### config.mk
export PLATFORM = sky130hd
export DESIGN_NAME = fifo_pkt_framer
export DESIGN_NICKNAME = d
export VERILOG_FILES = /design/src/rtl/fifo_pkg.sv /design/src/rtl/pkt_buf.sv /design/src/rtl/fifo_pkt_framer.sv
export SDC_FILE = /design/constraint.sdc
export NUM_CORES = 1
export LEC_CHECK = 0
export ABC_AREA = 1
export CAP_MARGIN = 15
export CORE_MARGIN = 4
export CORE_UTILIZATION = 37
export DETAILED_ROUTE_END_ITERATION = 6
export PLACE_DENSITY = 0.53
export SETUP_SLACK_MARGIN = 0.1
export SLEW_MARGIN = 20
export SYNTH_ARGS = -nofsm -noshare
export SYNTH_HDL_FRONTEND = slang
export SYNTH_SLANG_ARGS = --single-unit
### constraint.sdc
create_clock -name wr_clk -period 2.3 [get_ports wr_clk]
set_input_delay 0.575 -clock wr_clk [delete_from_list [all_inputs] [get_ports wr_clk]]
set_output_delay 0.575 -clock wr_clk [all_outputs]
set_load 0.005 [all_outputs]
### src/rtl/fifo_pkg.sv
// ---------------------------------------------------------------------------
// fifo_pkg
// Shared types and helpers for the write-side packet framer.
//   framer_state_t : framer FSM states
//   len_w()        : width of a counter that can hold 0..max_pkt
// ---------------------------------------------------------------------------
package fifo_pkg;

    typedef enum logic [2:0] {
        IDLE,
        COLLECT,
        DROP,
        SEND_HDR,
        SEND_PAY
    } framer_state_t;

    function automatic int len_w(input int max_pkt);
        return $clog2(max_pkt + 1);
    endfunction

endpackage

### src/rtl/pkt_buf.sv
// ---------------------------------------------------------------------------
// pkt_buf
// Packet payload store: DEPTH x DATA_WIDTH register array with one
// synchronous write port and one combinational read port. Not reset;
// contents are only meaningful for addresses written by the current packet.
// Ports:
//   wr_clk     in  : clock
//   i_we       in  : write enable
//   i_wrAddr   in  : write address
//   i_wrData   in  : write data
//   i_rdAddr   in  : read address
//   o_rdData   out : read data (combinational)
// ---------------------------------------------------------------------------
module pkt_buf #(
    parameter int DATA_WIDTH = 8,
    parameter int DEPTH      = 16,
    parameter int ADDR_WIDTH = 4
) (
    input  logic                  wr_clk,
    input  logic                  i_we,
    input  logic [ADDR_WIDTH-1:0] i_wrAddr,
    input  logic [DATA_WIDTH-1:0] i_wrData,
    input  logic [ADDR_WIDTH-1:0] i_rdAddr,
    output logic [DATA_WIDTH-1:0] o_rdData
);

    logic [DATA_WIDTH-1:0] r_mem [DEPTH];

    always_ff @(posedge wr_clk) begin
        if (i_we) begin
            r_mem[i_wrAddr] <= i_wrData;
        end
    end

    assign o_rdData = r_mem[i_rdAddr];

endmodule

### src/rtl/fifo_pkt_framer.sv
// ---------------------------------------------------------------------------
// fifo_pkt_framer
// Write-side packet framer in front of a dual-clock FIFO. Collects one
// packet from a valid/ready byte stream, then writes a length header word
// followed by the payload into the FIFO, honouring fifo_full. Packets longer
// than MAX_PKT are discarded whole and counted.
// Ports:
//   wr_clk        in  : clock
//   rst_n         in  : asynchronous active-low reset
//   s_valid       in  : input beat valid
//   s_ready       out : framer can accept a beat
//   s_data        in  : input beat payload
//   s_last        in  : final beat of the packet
//   fifo_wr_data  out : word to FIFO (header, then payload)
//   fifo_wr_en    out : FIFO write strobe, never while fifo_full
//   fifo_full     in  : FIFO full flag
//   busy          out : framer is not idle
//   drop_pulse    out : one-cycle pulse per discarded packet
//   drop_cnt      out : saturating count of discarded packets
// ---------------------------------------------------------------------------
module fifo_pkt_framer
    import fifo_pkg::*;
#(
    parameter int DATA_WIDTH = 8,
    parameter int MAX_PKT    = 16,
    parameter int CNT_WIDTH  = 16
) (
    input  logic                  wr_clk,
    input  logic                  rst_n,
    input  logic                  s_valid,
    output logic                  s_ready,
    input  logic [DATA_WIDTH-1:0] s_data,
    input  logic                  s_last,
    output logic [DATA_WIDTH-1:0] fifo_wr_data,
    output logic                  fifo_wr_en,
    input  logic                  fifo_full,
    output logic                  busy,
    output logic                  drop_pulse,
    output logic [CNT_WIDTH-1:0]  drop_cnt
);

    localparam int LW = len_w(MAX_PKT);
    localparam int AW = (MAX_PKT > 1) ? $clog2(MAX_PKT) : 1;

    // The header carries the length in one word, so MAX_PKT must fit.
    generate
        if (MAX_PKT < 1 || MAX_PKT > (2 ** DATA_WIDTH) - 1) begin : g_badMaxPkt
            $error("fifo_pkt_framer: MAX_PKT out of range 1..2^DATA_WIDTH-1");
        end
    endgenerate

    framer_state_t         r_state;
    logic [LW-1:0]         r_len;
    logic [LW-1:0]         r_idx;
    logic                  r_dropPulse;
    logic [CNT_WIDTH-1:0]  r_dropCnt;

    logic                  w_accept;
    logic                  w_collecting;
    logic                  w_full;
    logic                  w_bufWe;
    logic                  w_sending;
    logic                  w_lastPay;
    logic [AW-1:0]         w_wrAddr;
    logic [AW-1:0]         w_rdAddr;
    logic [DATA_WIDTH-1:0] w_rdData;

    assign s_ready      = (r_state == IDLE) || (r_state == COLLECT) || (r_state == DROP);
    assign w_accept     = s_valid && s_ready;
    assign w_collecting = (r_state == IDLE) || (r_state == COLLECT);
    assign w_full       = (r_len == LW'(MAX_PKT));
    assign w_bufWe      = w_accept && w_collecting && !w_full;
    assign w_sending    = (r_state == SEND_HDR) || (r_state == SEND_PAY);
    assign w_lastPay    = (r_idx == r_len - LW'(1));

    // r_len and r_idx never exceed MAX_PKT-1 when used as addresses.
    assign w_wrAddr = AW'(r_len);
    assign w_rdAddr = AW'(r_idx);

    pkt_buf #(
        .DATA_WIDTH (DATA_WIDTH),
        .DEPTH      (MAX_PKT),
        .ADDR_WIDTH (AW)
    ) u_pktBuf (
        .wr_clk   (wr_clk),
        .i_we     (w_bufWe),
        .i_wrAddr (w_wrAddr),
        .i_wrData (s_data),
        .i_rdAddr (w_rdAddr),
        .o_rdData (w_rdData)
    );

    // FIFO port is combinational so the FIFO samples it on the same edge
    // the framer advances; a stalled word simply stays on the bus.
    always_comb begin
        fifo_wr_en   = w_sending && !fifo_full;
        fifo_wr_data = '0;
        if (r_state == SEND_HDR) begin
            fifo_wr_data = DATA_WIDTH'(r_len);
        end else if (r_state == SEND_PAY) begin
            fifo_wr_data = w_rdData;
        end
    end

    assign busy       = (r_state != IDLE);
    assign drop_pulse = r_dropPulse;
    assign drop_cnt   = r_dropCnt;

    // Framer FSM with length/index counters and the drop statistics.
    always_ff @(posedge wr_clk or negedge rst_n) begin
        if (!rst_n) begin
            r_state     <= IDLE;
            r_len       <= '0;
            r_idx       <= '0;
            r_dropPulse <= 1'b0;
            r_dropCnt   <= '0;
        end else begin
            r_dropPulse <= 1'b0;
            case (r_state)
                IDLE, COLLECT: begin
                    if (w_accept) begin
                        if (!w_full) begin
                            r_len   <= r_len + LW'(1);
                            r_state <= s_last ? SEND_HDR : COLLECT;
                        end else if (s_last) begin
                            r_state     <= IDLE;
                            r_len       <= '0;
                            r_dropPulse <= 1'b1;
                            if (r_dropCnt != '1) begin
                                r_dropCnt <= r_dropCnt + CNT_WIDTH'(1);
                            end
                        end else begin
                            r_state <= DROP;
                        end
                    end
                end
                DROP: begin
                    if (w_accept && s_last) begin
                        r_state     <= IDLE;
                        r_len       <= '0;
                        r_dropPulse <= 1'b1;
                        if (r_dropCnt != '1) begin
                            r_dropCnt <= r_dropCnt + CNT_WIDTH'(1);
                        end
                    end
                end
                SEND_HDR: begin
                    if (!fifo_full) begin
                        r_idx   <= '0;
                        r_state <= SEND_PAY;
                    end
                end
                SEND_PAY: begin
                    if (!fifo_full) begin
                        if (w_lastPay) begin
                            r_state <= IDLE;
                            r_len   <= '0;
                            r_idx   <= '0;
                        end else begin
                            r_idx <= r_idx + LW'(1);
                        end
                    end
                end
                default: begin
                    r_state <= IDLE;
                end
            endcase
        end
    end

endmodule
==> results of run 1 <==
-- flip-flops by register name (all words and copies together), names as in the netlist --
name            flops
r_idx               5
drop_pulse          1
drop_cnt           16
r_len               5
u_pktBuf.r_mem    128
r_state             3
-- placed cells by master, fill, tap and decap left out, types with 7 or more instances in the layout --
| cell type | n |
|---|---|
| buf_2 | 8 |
| a21oi_1 | 7 |
| o22ai_1 | 16 |
| nand2_2 | 16 |
| inv_1 | 39 |
| nand3_1 | 28 |
| nand2_1 | 133 |
| xor2_1 | 14 |
| buf_12 | 8 |
| ha_1 | 9 |
| buf_6 | 10 |
| edfxtp_1 | 128 |
| clkdlybuf4s50_1 | 29 |
| clkbuf_16 | 17 |
| nor2_1 | 99 |
| inv_2 | 8 |
| buf_4 | 67 |
| o211ai_1 | 13 |
| nand4_1 | 11 |
| o21ai_2 | 8 |
| dfrtp_1 | 28 |
| nor3_1 | 13 |
| o21ai_1 | 33 |
| o21ai_0 | 31 |
-- metal layers --
metal | vias up | part of all wire [%] | GRT usage (%)
met5 | - | 0 | 0
met4 | 0 | 1.7 | 5.081
met3 | 24 | 6.5 | 4.292
met2 | 166 | 46 | 27.87
met1 | 2660 | 46 | 24.69
li1 | 2659 | - | -
-- logic make-up after synthesis --
kind of cell | synth area share, %
AND/OR/NAND/NOR | 18.64
flip-flops | 63.49
AO/OA/AOI/OAI | 9.302
buffers and inverters | 4.720
XOR/XNOR | 2.299
adder cells (fa/ha/maj) | 1.556
-- layout make-up --
cell class,instances,area [um^2]
fillers,1696,9579
flip-flops and latches,158,4597
multi-input cells,463,2421
repair buffers,129,1225
clock buffers,17,425.4
well taps,260,325.3
inverters,50,192.7
clock inverters,15,190.2
-- per-stage QoR --
step                hold WS [ps]  power, uW  TNS (ps)  util, %  cells
floorplan                  279.4       5612         0        -    700
global placement           507.9       7001     -1367    44.36   1044
detailed placement         521.5       7043     -1393    44.36   1044
CTS                        538.6      10460     -1598    49.00   1089
global route               562.0      11230     -2470    49.47   1092
finish                     540.7      10570     -1482    49.47   1092
-- timing repair --
action,4_1_cts,5_1_grt
buffers inserted,10,4
setup endpoints to repair,10,15
gates resized for setup,111,31
cloned,3,0
pin swaps,31,20
-- worst max-delay path, delay by kind of cell, from the launching register on --
family / cells / cell delay [ps]
AND/OR/NAND/NOR: 4 / 290
buffers and inverters: 4 / 550
flip-flops: 1 / 440
AO/OA/AOI/OAI: 2 / 270
-- worst paths after layout --
path                                        end        start  slack, ps  cells past startpoint
worst max-delay path            fifo_wr_data[1]     r_idx[0]       -240                     10
worst min register to register      drop_cnt[6]  drop_cnt[6]        540                      2
max in group asynchronous              r_idx[1]        rst_n       1410                      2
worst min-delay path                drop_cnt[6]  drop_cnt[6]        540                      2
worst max register to register         r_len[3]     r_len[0]        350                     12
min in group asynchronous           drop_cnt[8]        rst_n        550                      2
-- power by group through the flow --
stage	clock network [uW]	registers [uW]	logic, uW
floorplan	0	3550	2060
global placement	0	3550	3450
detailed placement	0	3560	3480
CTS	2960	3520	3980
global route	3090	3550	4590
finish	2910	3530	4140
==> results_dict.tcl, run 1 <==
set metrics [dict create \
    max_stage_delay_ps 440 \
    rsz0062_at_grt "true" \
    vias 5509 \
    synth-async-reset-ratio_pct 18.99 \
    drv_slew 0 \
    power_density_mw_per_mm2 1128 \
    cts_tree "yes" \
    fin_crit_sh_pct 110.3 \
    wl_um 19090 \
    outcome "complete, but fails checks" \
    ys_top_cells_by_count "nand2_1, edfxtp_1, nor2_1" \
    fp.dieW_um 147.9 \
    cts_buffers 17 \
    areaGrowthSynthToFinish_pct 29.56 \
    seq_power_share_pct 33.4 \
    pwr-share-comb_pct 39.1 \
    start_util_pct 38.18 \
    hold_class "flip-flop to flip-flop" \
    ios 41 \
    end_kind "output pin" \
    drive_gt1_share_pct 22.72 \
    place_area_mm2 0.008408 \
    slew_headroom_pct 52.82 \
    die_h_um 147.9 \
    clock.fmax_ghz 0.3942 \
    p_int_uw 6745 \
    start_kind "flip-flop" \
    hold_viol 0 \
    ant_nets 0 \
    p_leak_uw 0.003675 \
    switching_power_uw 3829 \
    grt_pass1_vias 5385 \
    synth_ff_type "edfxtp_1" \
    viasPerCell 5.045 \
    holdBufCountCts 0 \
    htreeDepth 4 \
    synth-edff-count 128 \
    ys_ff_latch 158 \
    clk_latency_ps 430 \
    synth.avg_cell_area_um2 10.34 \
    setup_ws_ps -236.7 \
    syn_nets 722 \
    clkTransAtPathRegs_ps 70 \
    dp_hpwl_um 12820 \
    globalplace.congestion 0.9014 \
    dr.pass1.iters 5 \
    synth-seq-area-share_pct 63.49 \
    vdd_drop_max_v 0.0006434 \
    antenna_cells 0 \
    pre_cts_ws_ps -214.7 \
    cp_slowest_cell "dfrtp_2" \
    synth_warnings 0 \
    clk_path_buf_depth 2 \
    ys_types 33 \
    drc 0 \
    die_area_mm2 0.02186 \
    antenna_found_initial 0 \
    root_buffer "clkbuf_16" \
    wl_per_cell_um 17.48 \
    synthTopCellsByArea "edfxtp_1, dfrtp_1, nand2_1" \
    syn_area_mm2 0.007237 \
    synthCells 700 \
    skew_ps 8.252 \
    path_cells "clkinv_4, buf_12, buf_12, o21ai_0, o211ai_1, nand3_1, nand2_1, nand2_1, nand2_2, buf_2" \
    grt_pass1_wl_um 29930 \
    layout.nets 841 \
    max_cap_violations 0 \
    grt_max_degree 31 \
    drtIter0Drc 451 \
    pwr-share-clk_pct 27.5 \
    fin_area_mm2 0.009376 \
    port-buffer-count 40 \
    grt-ovfl-total 0 \
    critical_path_class "flip-flop to output pin" \
    violations "negative setup slack" \
    worstPathRequired_ps 1730 \
    synth.largest_area_cell "edfxtp_1" \
    clock-sinks 158 \
    min_period_ps 2537 \
    setup_viol 8 \
    crit_path_max_fanout 15 \
    power_switching_share_pct 36.21 \
    worstMarginPinSlew_ps 705.4 \
    synth_top_area_share_pct 53.11 \
    yosysMostFrequentCell "nand2_1" \
    num_rows 50 \
    grt_use_total_pct 17.75 \
    crit_arrival_ps 1960 \
    core_area_mm2 0.01896 \
]
Note: power is estimated with default switching activity, not from simulation.
==> run 2: changes to the inputs <==
--- a/config.mk
+++ b/config.mk
@@ -7,10 +7,12 @@
 export LEC_CHECK = 0
 export ABC_AREA = 1
 export CAP_MARGIN = 15
+export CELL_PAD_IN_SITES_DETAIL_PLACEMENT = 1
+export CELL_PAD_IN_SITES_GLOBAL_PLACEMENT = 1
 export CORE_MARGIN = 4
 export CORE_UTILIZATION = 37
 export DETAILED_ROUTE_END_ITERATION = 6
-export PLACE_DENSITY = 0.53
+export PLACE_DENSITY = 0.64
 export SETUP_SLACK_MARGIN = 0.1
 export SLEW_MARGIN = 20
 export SYNTH_ARGS = -nofsm -noshare
==> run 2 against run 1 <==
Net effect: the flow still finishes with violations (negative setup slack); worst setup slack got worse by 270 ps; sequential power hardly changed; critical endpoint unchanged; largest cell class unchanged; flip-flop and latch count stayed put.
==> results_dict.tcl, run 2 (synthesis gave the netlist of run 1 again) <==
set metrics [dict create \
    num_rows 50 \
    path_common_cell "nand2_1" \
    p_leak_uw 0.003762 \
    skew_ps 13.40 \
    grt_max_degree 31 \
    critical_path_class "flip-flop to output pin" \
    fin_util_pct 50.62 \
    wl_per_cell_um 20.81 \
    place_area_mm2 0.008283 \
    dpl.cell_count 1024 \
    max_cap_violations 0 \
    r2r-end "u_pktBuf.r_mem[6][1]" \
    hold_viol 0 \
    grt_pass1_vias 6239 \
    end_kind "output pin" \
    fin_crit_sh_pct 122.2 \
    register_area_mm2 0.004597 \
    worstPathRequired_ps 1730 \
    dr.pass1.iters 5 \
    cts_buffers 17 \
    clkTransAtPathRegs_ps 70 \
    clk_path_buf_depth 2 \
    timing.rr.start "r_len[0]" \
    crit_path_max_fanout 5 \
    path_cells "buf_12, buf_6, buf_16, nor2_4, nor2_1, o21ai_1, o211ai_1, nand3_1, nand2_1, nand2_1, nand2_1, buf_2" \
    htreeDepth 4 \
    largest-register "u_pktBuf.r_mem" \
    min_period_ps 2811 \
    grt_pass1_wl_um 35650 \
    die_h_um 147.9 \
    cp.depth 12 \
    drv_slew 0 \
    antenna_cells 0 \
    ios 41 \
    layout.nets 841 \
    crit_family "buffers and inverters" \
    clock-sinks 158 \
    viasPerCell 5.245 \
    die_area_mm2 0.02186 \
    clk_latency_ps 440 \
    start_kind "flip-flop" \
    start_util_pct 38.18 \
    hold_class "input pin to async pin" \
    layout_common_cells "nand2_1, edfxtp_1, nor2_1" \
    multi_input_comb_area_mm2 0.002506 \
    vias 5728 \
    cts_tree "yes" \
    rrSetupSlack_ps 220 \
    critical_path.startpoint "r_idx[0]" \
    slew_headroom_pct 49.70 \
    crit_arrival_ps 2240 \
    rsz0062_at_grt "true" \
    final_common_cell "nand2_1" \
    path_buf_inv 4 \
    root_buffer "clkbuf_16" \
    setup_viol 8 \
    wl_um 22730 \
    pre_cts_ws_ps -339.3 \
    fin_area_mm2 0.009595 \
    antenna_found_initial 0 \
    grt-ovfl-total 0 \
    drive_gt1_share_pct 24.28 \
    clock.fmax_ghz 0.3557 \
    dp_hpwl_um 13740 \
    areaGrowthSynthToFinish_pct 32.59 \
    largest_reg_flops 128 \
    outcome "complete, but fails checks" \
    core_area_mm2 0.01896 \
    worstMarginPinSlew_ps 752.1 \
    cp-endpoint "fifo_wr_data[1]" \
    vdd_drop_max_v 0.0006197 \
    globalplace.congestion 0.8406 \
    grt_use_total_pct 21.56 \
    violations "negative setup slack" \
    final.fill_count 2055 \
    port-buffer-count 40 \
    drtIter0Drc 370 \
    drc 0 \
    power_density_mw_per_mm2 1180 \
    cp_slowest_cell "dfrtp_2" \
    fp.dieW_um 147.9 \
    reg2reg_depth 9 \
    ant_nets 0 \
    max_stage_delay_ps 440 \
    tns_ps -3247 \
    setup_ws_ps -511.4 \
    instances_no_fill 1092 \
]
==> run 2: cell types whose count changed in the layout (fill, tap and decap cells not counted), sizes merged <==
cell           delta
buf               -2
bufbuf            +1
bufinv            +1
clkbuf            +1
clkdlybuf4s15     -1
clkdlybuf4s50     +1
clkinvlp          -1
==> run 2: final cells by class <==
cell class / count / share of cell area, %
Inverter: 50 / 2.086
Clock inverter: 15 / 2.008
Tap cell: 260 / 3.390
Multi-Input combinational cell: 463 / 26.12
Timing Repair Buffer: 129 / 14.06
Sequential cell: 158 / 47.91
Clock buffer: 17 / 4.433
==> run 2: worst min-delay path by stage <==
stage          cells past startpoint     endpoint
2_1_floorplan                      0  drop_cnt[0]
3_3_place_gp                       2  drop_cnt[6]
3_5_place_dp                       2  drop_cnt[6]
4_1_cts                            2  drop_cnt[6]
5_1_grt                            2  drop_cnt[6]
6_report                           2  drop_cnt[6]
==> run 2: timing repair <==
item,CTS,global route
pin swaps,44,26
hold buffers,0,0
buffers inserted,28,2
cloned,6,0
endpoints found under the setup margin,10,17
resized for setup,113,31
==> run 2: report_power, final <==
part           total (uW)  switching (uW)  internal (uW)
registers            3540             190           3350
clock network        2980            1320           1660
logic                4800            2680           2120
==> run 2: layer usage <==
metal | GRT usage [%] | part of all wire, % | vias up
li1 | - | - | 2650
met1 | 27.61 | 42 | 2887
met2 | 37.23 | 50 | 158
met3 | 4.261 | 5.2 | 33
met4 | 6.420 | 2.0 | 0
met5 | 0 | 0 | -
==> run 2: through the flow <==
stage	hold WS, ps	total power (uW)
after global routing	586.1	11940
final	541.9	11320
after detailed placement	519.1	6971
after CTS	544.6	11170
after floorplan	279.4	5612
after global placement	501.6	6850
